<file path="src/rtl/rr_reg_arbiter.sv">
// -----------------------------------------------------------------------------
// rr_reg_arbiter
//
// Four requesters share one 8-bit register. Each transaction is granted by
// round-robin arbitration, runs through a fixed three-cycle sequence and
// applies one read-modify-write operation to the register. A rotating pointer
// marks the requester with the highest priority. After requester i is served,
// the pointer moves to i+1, so a requester that keeps requesting waits behind
// the others.
//
// Ports
//   clk    in   1   clock, rising edge
//   rst_n  in   1   synchronous active-low reset
//   req    in   4   level request, bit i = requester i
//   op     in   8   opcode per requester, op[2i+1:2i]
//                   00 load, 01 set bits, 10 clear bits, 11 toggle bits
//   wdata  in  32   operand per requester, wdata[8i+7:8i]
//   gnt    out  4   one-hot grant, high for the GRANT cycle
//   ack    out  4   one-hot completion pulse, high for the ACK cycle
//   rdata  out  8   register value after the operation, only during ACK
//   reg_q  out  8   shared register
//   busy   out  1   transaction in flight (GRANT or ACK)
//
// States
//   state    | meaning
//   ST_IDLE  | waiting for a request; arbitrates and captures the winner
//   ST_GRANT | gnt asserted; the register is updated at the end of this cycle
//   ST_ACK   | ack and rdata asserted; the pointer has already rotated
// -----------------------------------------------------------------------------
module rr_reg_arbiter #(
  parameter logic [7:0] RESET_VAL = 8'h00
) (
  input  logic        clk,
  input  logic        rst_n,
  input  logic [3:0]  req,
  input  logic [7:0]  op,
  input  logic [31:0] wdata,
  output logic [3:0]  gnt,
  output logic [3:0]  ack,
  output logic [7:0]  rdata,
  output logic [7:0]  reg_q,
  output logic        busy
);

  typedef enum logic [1:0] {
    ST_IDLE  = 2'd0,
    ST_GRANT = 2'd1,
    ST_ACK   = 2'd2
  } state_t;

  localparam logic [1:0] OP_LOAD   = 2'b00;
  localparam logic [1:0] OP_SET    = 2'b01;
  localparam logic [1:0] OP_CLEAR  = 2'b10;
  localparam logic [1:0] OP_TOGGLE = 2'b11;

  state_t      state_q;
  logic [1:0]  ptr_q;
  logic [1:0]  win_q;
  logic [1:0]  op_q;
  logic [7:0]  wdata_q;

  logic        win_found;
  logic [1:0]  win_idx;
  logic [1:0]  cand;
  logic [1:0]  sel_op;
  logic [7:0]  sel_wdata;
  logic [7:0]  reg_d;

  function automatic logic [7:0] apply_op(input logic [1:0] opc,
                                          input logic [7:0] cur,
                                          input logic [7:0] opnd);
    logic [7:0] res;
    case (opc)
      OP_LOAD:   res = opnd;
      OP_SET:    res = cur | opnd;
      OP_CLEAR:  res = cur & ~opnd;
      OP_TOGGLE: res = cur ^ opnd;
      default:   res = cur;
    endcase
    return res;
  endfunction

  // The search starts at the pointer and wraps modulo 4 because the 2-bit
  // sum overflows. The first requesting index it finds wins.
  always_comb begin
    win_found = 1'b0;
    win_idx   = ptr_q;
    cand      = ptr_q;
    for (int k = 0; k < 4; k++) begin
      cand = ptr_q + 2'(k);
      if (!win_found && req[cand]) begin
        win_found = 1'b1;
        win_idx   = cand;
      end
    end
  end

  assign sel_op    = op[{win_idx, 1'b0} +: 2];
  assign sel_wdata = wdata[{win_idx, 3'b000} +: 8];

  // The operation uses the operands captured when the grant was issued.
  // Requesters may change their inputs during GRANT without any effect.
  assign reg_d = apply_op(op_q, reg_q, wdata_q);

  always_ff @(posedge clk) begin
    if (!rst_n) begin
      state_q <= ST_IDLE;
      reg_q   <= RESET_VAL;
      gnt     <= 4'b0000;
      ack     <= 4'b0000;
      rdata   <= 8'h00;
      busy    <= 1'b0;
      ptr_q   <= 2'd0;
      win_q   <= 2'd0;
      op_q    <= 2'd0;
      wdata_q <= 8'h00;
    end else begin
      case (state_q)
        ST_IDLE: begin
          ack   <= 4'b0000;
          rdata <= 8'h00;
          if (win_found) begin
            state_q <= ST_GRANT;
            win_q   <= win_idx;
            op_q    <= sel_op;
            wdata_q <= sel_wdata;
            gnt     <= 4'b0001 << win_idx;
            busy    <= 1'b1;
          end else begin
            gnt  <= 4'b0000;
            busy <= 1'b0;
          end
        end

        ST_GRANT: begin
          state_q <= ST_ACK;
          reg_q   <= reg_d;
          rdata   <= reg_d;
          gnt     <= 4'b0000;
          ack     <= 4'b0001 << win_q;
          busy    <= 1'b1;
          ptr_q   <= win_q + 2'd1;
        end

        ST_ACK: begin
          state_q <= ST_IDLE;
          gnt     <= 4'b0000;
          ack     <= 4'b0000;
          rdata   <= 8'h00;
          busy    <= 1'b0;
        end

        default: begin
          state_q <= ST_IDLE;
          gnt     <= 4'b0000;
          ack     <= 4'b0000;
          rdata   <= 8'h00;
          busy    <= 1'b0;
        end
      endcase
    end
  end

endmodule

</file>
<file path="config.mk">
export PLATFORM = sky130hd
export DESIGN_NAME = rr_reg_arbiter
export DESIGN_NICKNAME = d
export VERILOG_FILES = /design/src/rtl/rr_reg_arbiter.sv
export SDC_FILE = /design/constraint.sdc
export NUM_CORES = 1
export LEC_CHECK = 0
export ABC_CLOCK_PERIOD_IN_PS = 2900
export BUFFER_PORTS_ARGS = -buffer_cell sky130_fd_sc_hd__clkbuf_2
export CAP_MARGIN = 30
export CORE_ASPECT_RATIO = 1.2
export CORE_MARGIN = 4
export CORE_UTILIZATION = 35
export DETAILED_ROUTE_END_ITERATION = 10
export GPL_TIMING_DRIVEN = 0
export PLACE_DENSITY = 0.68
export SETUP_SLACK_MARGIN = 0.1
export SYNTH_ARGS = -nofsm -noshare
export SYNTH_HDL_FRONTEND = slang
export SYNTH_SLANG_ARGS = --single-unit
</file>
<file path="constraint.sdc">
create_clock -name clk -period 2.9 [get_ports clk]
set_input_delay 0.29 -clock clk [delete_from_list [all_inputs] [get_ports clk]]
set_output_delay 0.29 -clock clk [all_outputs]
set_load 0.005 [all_outputs]
</file>
* Yosys cells after proc, flatten, opt, wreduce, memory -nomap -nowiden *
Index checks and enable logic that the tools add are counted.

storage, ports and cells
  input port bits = 46
  word-level logic and storage cells = 62
  register bits = 41

operators by class
  multiplexer cells = 20
  equal/unequal tests = 5
  magnitude comparators = 4
  shifts and indexed selects = 4
  reductions and logical operators = 11
  add/sub/neg operators = 4
  bitwise operators = 4

operators by type and width
  kind                 count
  $pmux 8 s4           1
  $shiftx 32x6->8      1
  $lt 2x3->1 const B   4
  $mux 1               9
  $and 8x8->8          1
  $bmux 1 s2           4
  $mux 2               4
  $not 8->8            1
  $or 8x8->8           1
  $shiftx 8x4->2       1
  $shl 1x2->4 const A  2
  $xor 8x8->8          1
  $add 2x1->2 const B  2
  $add 2x2->2 const B  2
  $eq 2x1->1 const B   2
  $eq 2x2->1 const B   2
  $logic_not 2->1      2
  $pmux 2 s2           1
  $reduce_and 2->1     2
  $logic_and 1x1->1    3
  $logic_not 1->1      3
  $reduce_and 3->1     1
  $ne 2x2->1 const B   1
  $pmux 1 s2           1

* Longest topological paths before layout *
Gate-level depths: netlist of the first run.

  depth after elaboration = 14
  depth in mapped cells = 7

* Worst setup path before layout of the first run *
Ideal clock, no wire load.

  path kind = register to register
  from = reg ptr_q[1]
  to = reg op_q[0]
  slack = 1,257 ps
  setup time = 128 ps
  buffers on the path = 2
  data required time = 2,772 ps
  cell stages (with the launch flop) = 8
  arrival = 1,515 ps
  cells stage by stage = dfxtp_1 > buf_12 > a21bo_1 > a21oi_2 > a221oi_4 > buf_6 > mux2i_1 > o221ai_2

between the ends
  cells in the longest elaborated chain, start to end = 13
  elaborated cells on any way between the ends = 26
  classes of those cells = 3 x add/sub; 1 x shift; 15 x mux; 7 x reduce/logical

ends and longest elaborated chain
  what                                                  RTL line  source
  start, declared                                       57        logic [1:0] ptr_q;
  start signal, assigned                                142       ptr_q <= win_q + 2'd1;
  branches (longest 13 deep; another with $add 2x1->2)  --
  end signal, assigned                                  125       op_q <= sel_op;
  end, declared                                         59        logic [1:0] op_q;

Parallel ways; which one is timed is not known. The select of a mux whose other input is x is not followed.
A chain may end at the register's enable or synchronous reset.

* Final worst setup path of the first run *
  from = reg ptr_q[1]
  to = reg op_q[1]

The elaborated chain is that of the path after synthesis.

==> results of run 1 <==
## report_power, final
group	internal (mW)	switching (mW)
Combinational	0.193	0.229
Clock	0.342	0.202
Sequential	0.618	0.0342
## stage by stage
step / instances / setup WS (ns) / cell area (um^2) / hold WS [ns] / utilization
final: 378 / 1.08 / 2720 / 0.291 / 0.471
after global routing: 378 / 0.936 / 2720 / 0.306 / 0.471
after global placement: 370 / 0.958 / 2590 / 0.451 / 0.448
after floorplan: 220 / 1.26 / 2140 / 0.408 / -
after detailed placement: 370 / 0.955 / 2590 / 0.451 / 0.448
after CTS: 378 / 1.03 / 2720 / 0.289 / 0.471
## state kept, by name, summed over array words and instances (netlist names)
signal	cells
busy	1
rdata	8
ptr_q	2
wdata_q	8
reg_q	8
op_q	2
state_q	2
ack	4
gnt	4
win_q	2
## synthesized netlist by cell type (2+ instances only)
master,instances,area (um^2)
ha_1,16,200
nor2_1,21,78.8
inv_1,21,78.8
buf_2,2,10.0
dfxtp_1,41,821
a211oi_1,16,120
o221ai_2,8,120
nor2b_1,6,37.5
mux2i_1,22,220
nor3_1,2,10.0
clkbuf_1,7,26.3
o221ai_1,2,17.5
nor3b_1,2,15.0
a21o_1,8,60.1
nand2_1,14,52.6
a21oi_1,9,45.0
o21a_1,2,15.0
## layer usage
| layer | vias up | global-route usage | wire length [um] |
|---|---|---|---|
| li1 | 915 | - | - |
| met1 | 820 | 0.157 | 1940 |
| met2 | 48 | 0.239 | 2520 |
| met3 | 7 | 0.0347 | 296 |
| met4 | 0 | 0.0430 | 61 |
| met5 | - | 0 | 0 |
## placed cells by master, fill, tap and decap left out, types with 2 or more instances in the layout
cell type  count
o221ai_1       2
nor2_1        21
o221ai_2       8
o21a_1         2
clkbuf_1       7
buf_2          2
clkbuf_2      70
ha_1          16
nor3b_1        2
dfxtp_1       41
bufinv_16      2
a211oi_1      16
mux2i_1       22
nor2b_1        6
nor3_1         2
nand2_1       14
a21o_1         8
clkbuf_8       5
inv_1         21
a21oi_1        9
## cell families (layout without fill, tap and decap cells)
kind of cell / count (synthesis) / count (layout)
and+or+nand+nor: 53 / 53
AOI/OAI and AO/OA: 52 / 52
DFF: 41 / 41
buffers and inverters: 35 / 113
muxes: 22 / 22
adders and majority gates: 16 / 16
xor gates and xnor gates: 1 / 1
## area by class of cell
cell class | instances | area share
Multi-Input combinational cell | 144 | 0.420
Sequential cell | 41 | 0.302
Timing Repair Buffer | 70 | 0.129
Tap cell | 80 | 0.0368
Buffer | 14 | 0.0345
Inverter | 21 | 0.0290
Clock buffer | 5 | 0.0253
Clock inverter | 3 | 0.0239
## worst min path at each step
| stage | from | end | slack, ns |
|---|---|---|---|
| final | rst_n | busy$_SDFF_PN0_ | 0.29 |
| after global routing | rst_n | busy$_SDFF_PN0_ | 0.31 |
| after CTS | rst_n | busy$_SDFF_PN0_ | 0.29 |
| after detailed placement | wdata_q[5]$_SDFFE_PN0P_ | wdata_q[5]$_SDFFE_PN0P_ | 0.45 |
| after global placement | wdata_q[5]$_SDFFE_PN0P_ | wdata_q[5]$_SDFFE_PN0P_ | 0.45 |
| after floorplan | rst_n | ptr_q[0]$_SDFFE_PN0P_ | 0.41 |
==> metrics.md, run 1 <==
| Metric | Value |
|---|---|
| Die Area | around 0.0074 mm^2 |
| Post-Route WL | about 4800 um |
| Final HPWL DP | 3740 um |
| Syn nets | 282 |
| Hold buffer count at CTS | 0 |
| Req. time, crit path | 3.08 ns |
| Critical setup path kind | flop to flop |
| First-pass GRT wire length | between 7000 and 8000 um |
| RD Place Congestion | 0.763 |
| Number of setup buffers added after CTS | 0 |
| Worst Setup End Kind | flop |
| Min Tclk post-route | between 1.5 and 2 ns |
| Floorplan core area | 0.00578 mm^2 |
| Synth Area in Compound Gates | 0.213 |
| CTS tree | built |
| Setup_tns | 0 ns |
| Clock buffer depth | 2 |
| Rel. slew slack | 0.653 |
| CP delay by family, top | compound AO/OA/AOI/OAI gates |
| Post-synthesis xor/xnor area fraction | 0.00410 |
| Crit path launch type | flop |
| Root Buffer | clkbuf_8 |
| Run status | completed |
| Multi-input logic area | 0.00114 mm^2 |
| Clock buffer count from CTS | 5 |
| Setup violations, final | 0 |
| Vias in the first global route | 1,748 |
| Number of clock sinks | 41 |
| I/O Buffers | 70 |
| Worst R2R End | op_q[1]$_SDFFE_PN0P_ |
| Vias/cell | about 4.7 |
| Max-slew violation count | 0 |
| Max Cap Viol | 0 |
| Htree depth | 2 |
| Worst vdd ir | 227 uV |
| Drt first pass iters | 4 |
| # fillers | 558 |
| Worst path depth | 7 |
| DRC Markers | 0 |
| Largest net degree at the start of global routing | 14 |
| WP buf/inv | 2 |
| Count of cell types in the netlist | 38 |
| Syn Std Cell Area | 0.00214 mm^2 |
| EDFF count, synth | 0 |
| Clock slew at reported path FFs | 0.08 ns |
| Syn Area/Cell | between 9 and 10 um^2 |
| Pwr/cell area | 594 mW/mm^2 |
| Via Count | 1,790 |
| Leak | 1.30 nW |
| Worst skew pair latency | 0.30 ns |
| R2R Path Start | ptr_q[1]$_SDFFE_PN0P_ |
| Sequential Area | 821 um^2 |
| Ys flop type | dfxtp_1 |
| Critical-path cell list | buf_12 > a21bo_1 > a21oi_2 > a221oi_4 > buf_8 > mux2i_1 > o221ai_2 |
| Post-synth ARST share | 0 |
| Max Fclk | 0.550 GHz |
| Ant. Diodes | 0 |
| Transition time of the tightest slew-check pin | 0.521 ns |
| Post_cts resized | 0 |
| Site Rows | 30 |
| Largest family of logic cells by synthesized area | compound AO/OA/AOI/OAI gates |
| CP peak stage delay | 0.40 ns |
| Post-Synth Adder-Cell Area | 0.0937 |
| Post-synthesis sequential area ratio | 0.384 |
| Clock skew | 0.00329 ns |
| DIE HEIGHT | approximately 94 um |
| R2R Setup Slk | 1.08 ns |
| Synth warnings | 0 |
| Worst reg-to-reg path cell count | 7 |
| # IOs | 71 |
| Synth-to-layout area growth | 27.3% |
| Wire per inst | ~13 um |
| Hold Crit Class | input port to flop |
| CP max FO | 10 |
| Synth Area in Simple Gates | 0.122 |
| Crit-path slowest cell | a221oi_4 |
| Final hold vios | 0 |
| Remaining Overflow, GRT | 0 |
| Total Power | 1.62 mW |
| Share of cells above drive strength 1 | 0.329 |
| Mux contribution to synthesized area | 0.103 |
| NumNets Final | between 300 and 400 |
| Flops & latches, synth | 41 |
| Antenna violations before repair | 0 |
| Crit path launch | ptr_q[1]$_SDFFE_PN0P_ |
| Die span in x | 79.3 um |
| GRT Total Usage | 0.135 |
| Syn Inst Count | between 200 and 250 |
| Initial Util | 0.370 |
| Fin crit share | 0.627 |
| Unrepaired setup endpoints after global routing | no |
| WHS Path Cells | 2 |
| Post-route ant nets | 0 |
| WP data arrival | roughly 2.0 ns |
| DR iter-0 viols | 75 |
| CP Capture Point | op_q[1]$_SDFFE_PN0P_ |
No activity file was read; power rests on OpenSTA's default activity.
==> run 2, diff against run 1 <==
- ABC_CLOCK_PERIOD_IN_PS: 2900 -> 1500
- PLACE_DENSITY: 0.68 -> 0.7
- clock period: 2.9 -> 1.5 ns (I/O delays scaled with it)
==> run 2 against run 1 <==
  * The run now ends with setup timing left
  * Worst setup slack lost 1.3 ns
  * Non-clock buffer count grew 16
  * Clock power grew 93%
  * Utilization grew 7.5 points
  * Clock skew grew 0.00085 ns
  * Critical endpoint is now wdata_q[7]$_SDFFE_PN0P_
==> metrics.md, run 2 (same netlist as run 1, synthesis figures left out) <==
| Metric | Value |
|---|---|
| Hold Crit Class | input port to flop |
| Worst reg-to-reg path cell count | 8 (+1) |
| Most common cell after layout, fill and taps aside | clkbuf_2 |
| Via Count | 1,914 (+6.9%) |
| Net Switching | 1.04 mW (+120%) |
| Rel. slew slack | 0.699 (+0.0460) |
| Run status | complete, but fails checks |
| Combinational group share of total power | 0.333 (+0.072) |
| Biggest regs | rdata x8, reg_q x8, wdata_q x8 |
| Switching share of total power | 0.299 (+0.0119) |
| # IOs | 71 (unchanged) |
| Die span in x | 79.3 um (unchanged) |
| Worst Setup End Kind | flop |
| Crit path launch type | flop |
| Vias in the first global route | 1,841 (+5.3%) |
| Total Power | 3.47 mW (+110%) |
| Setup violations, final | 16 (+16) |
| DR iter-0 viols | 49 (-35%) |
| Critical setup path kind | flop to flop |
| Floorplan core area | 0.00578 mm^2 (unchanged) |
| Fin crit share | 1.12 (+0.493) |
| Layout Utilization | 0.546 (+0.0749) |
| Met2 usage | 0.261 (+0.0218) |
| Critical-path cell list | buf_12 > buf_6 > nor3_4 > a31oi_4 > a22o_4 > nand2b_4 > buf_12 > o221ai_2 |
| Clock skew | 0.00415 ns (+0.000855 ns) |
| Violated checks | setup timing |
| Ant. Diodes | 0 (unchanged) |
| Pwr/cell area | 1100 mW/mm^2 (+85%) |
| Root Buffer | clkbuf_8 |
| Clock buffer depth | 2 (unchanged) |
| Leak | 1.48 nW (+13%) |
| CP max FO | 5 (-5) |
| Initial Util | 0.370 (unchanged) |
| Crit-path slowest cell | dfxtp_2 |
| Worst skew pair latency | 0.29 ns (about the same) |
| Drt first pass iters | 4 (unchanged) |
| CTS tree | built |
| WHS Path Cells | 3 (+1) |
| CP peak stage delay | 0.33 ns (-0.07 ns) |
| Max Fclk | 0.595 GHz (+8.2%) |
| Remaining Overflow, GRT | 0 (unchanged) |
| Final hold vios | 0 (unchanged) |
| Clock buffer count from CTS | 5 (unchanged) |
| GRT Total Usage | 0.146 (+0.0117) |
| Clock power share | 0.302 (-0.034) |
| DIE HEIGHT | 93.6 um (unchanged) |
| Unrepaired setup endpoints after global routing | yes |
| Die Area | 0.00742 mm^2 (unchanged) |
| Largest net degree at the start of global routing | 14 (unchanged) |
| Site Rows | 30 (unchanged) |
| Number of clock sinks | 41 (unchanged) |
| Sequential share of power | 0.365 (-0.038) |
| Share of cells above drive strength 1 | 0.494 (+0.165) |
| Setup_tns | -2.04 ns (-2.04 ns) |
| # fillers | 517 (-7.3%) |
| Wire per inst | 14.4 um (+13%) |
| GR met1 Demand/Resource | 0.170 (+0.0137) |
| Max-slew violation count | 0 (unchanged) |
| Post-route ant nets | 0 (unchanged) |
| Clock slew at reported path FFs | 0.08 ns (about the same) |
| Hold WS | 0.146 ns (-0.145 ns) |
| Min Tclk post-route | 1.68 ns (-0.137 ns) |
| Final worst slack | -0.180 ns (-1.26 ns) |
| Top cell by count, worst path | buf_12 |
| Int Power | 2.43 mW (+110%) |
| Req. time, crit path | 1.72 ns (-1.36 ns) |
| Worst vdd ir | 682 uV (+200%) |
| Antenna violations before repair | 0 (unchanged) |
| Gr busiest metal | met2 |
| RD Place Congestion | 0.783 (+2.7%) |
| Post-Route WL | 5690 um (+18%) |
| Max Cap Viol | 0 (unchanged) |
| Htree depth | 2 (unchanged) |
| WP data arrival | 1.90 ns (-0.10 ns) |
| Grt met3 use | 0.0366 (+0.00193) |
| First-pass GRT wire length | 8610 um (+9.4%) |
| I/O Buffers | 70 (unchanged) |
| Most frequent cells in the layout | clkbuf_2, dfxtp_1, inv_1 |
| Transition time of the tightest slew-check pin | 0.448 ns (-0.0732 ns) |
| Final HPWL DP | 3880 um (+4.0%) |
| Vias/cell | 4.86 (+2.6%) |
| DRC Markers | 0 (unchanged) |
| Pre-CTS WS | -0.338 ns (-1.29 ns) |
| NumNets Final | 375 (+4.5%) |
| Synth-to-layout area growth | 47.6% |
==> run 2: power groups by stage <==
stage / registers (mW) / clock network [mW] / logic [mW]
6_report: 1.27 / 1.05 / 1.16
5_1_grt: 1.28 / 1.12 / 1.25
4_1_cts: 1.27 / 1.07 / 1.01
3_5_place_dp: 1.29 / 0 / 0.829
3_3_place_gp: 1.28 / 0 / 0.798
2_1_floorplan: 1.28 / 0 / 0.583
==> run 2: critical path, delay by kind of cell, from the launching register on <==
kind | cells | cell delay (ns)
DFF | 1 | 0.33
buffers and inverters | 3 | 0.39
and+or+nand+nor | 2 | 0.38
AOI/OAI and AO/OA | 3 | 0.50
==> run 2: final timing paths <==
| kind | from | to | slack [ns] |
|---|---|---|---|
| worst max register to register | ptr_q[1]$_SDFFE_PN0P_ | wdata_q[7]$_SDFFE_PN0P_ | -0.18 |
| worst min register to register | wdata_q[7]$_SDFFE_PN0P_ | wdata_q[7]$_SDFFE_PN0P_ | 0.49 |
| worst max-delay path | ptr_q[1]$_SDFFE_PN0P_ | wdata_q[7]$_SDFFE_PN0P_ | -0.18 |
| worst min-delay path | wdata[20] | wdata_q[4]$_SDFFE_PN0P_ | 0.15 |
==> run 2: what timing repair did <==
| item | CTS | global route |
|---|---|---|
| gates cloned | 2 | 1 |
| gates resized for setup | 39 | 39 |
| endpoints found under the setup margin | 35 | 33 |
| hold buffers | 0 | 0 |
| buffers inserted | 8 | 7 |
| pin swaps | 6 | 10 |
| endpoints found under the hold margin | 0 | 0 |
==> run 2: final cells by class <==
class                      count  area (um^2)  area share
tap                           80          100      0.0317
inverter                      21         78.8      0.0250
sequential                    41          823       0.261
multi-input combinational    144         1340       0.426
buffer                        14          154      0.0488
timing repair buffer          86          522       0.165
clock inverter                 3         65.1      0.0206
clock buffer                   5         68.8      0.0218
==> run 2: per-stage QoR <==
stage | instance area (um^2) | instances
floorplan | 2140 | 220
global placement | 2590 | 370
detailed placement | 2590 | 370
CTS | 2950 | 388
global route | 3150 | 394
finish | 3150 | 394
==> run 2: metal layers <==
metal,up-vias,share of wire
li1,955,-
met1,891,0.39
met2,59,0.54
met3,9,0.053
met4,0,0.020
met5,-,0
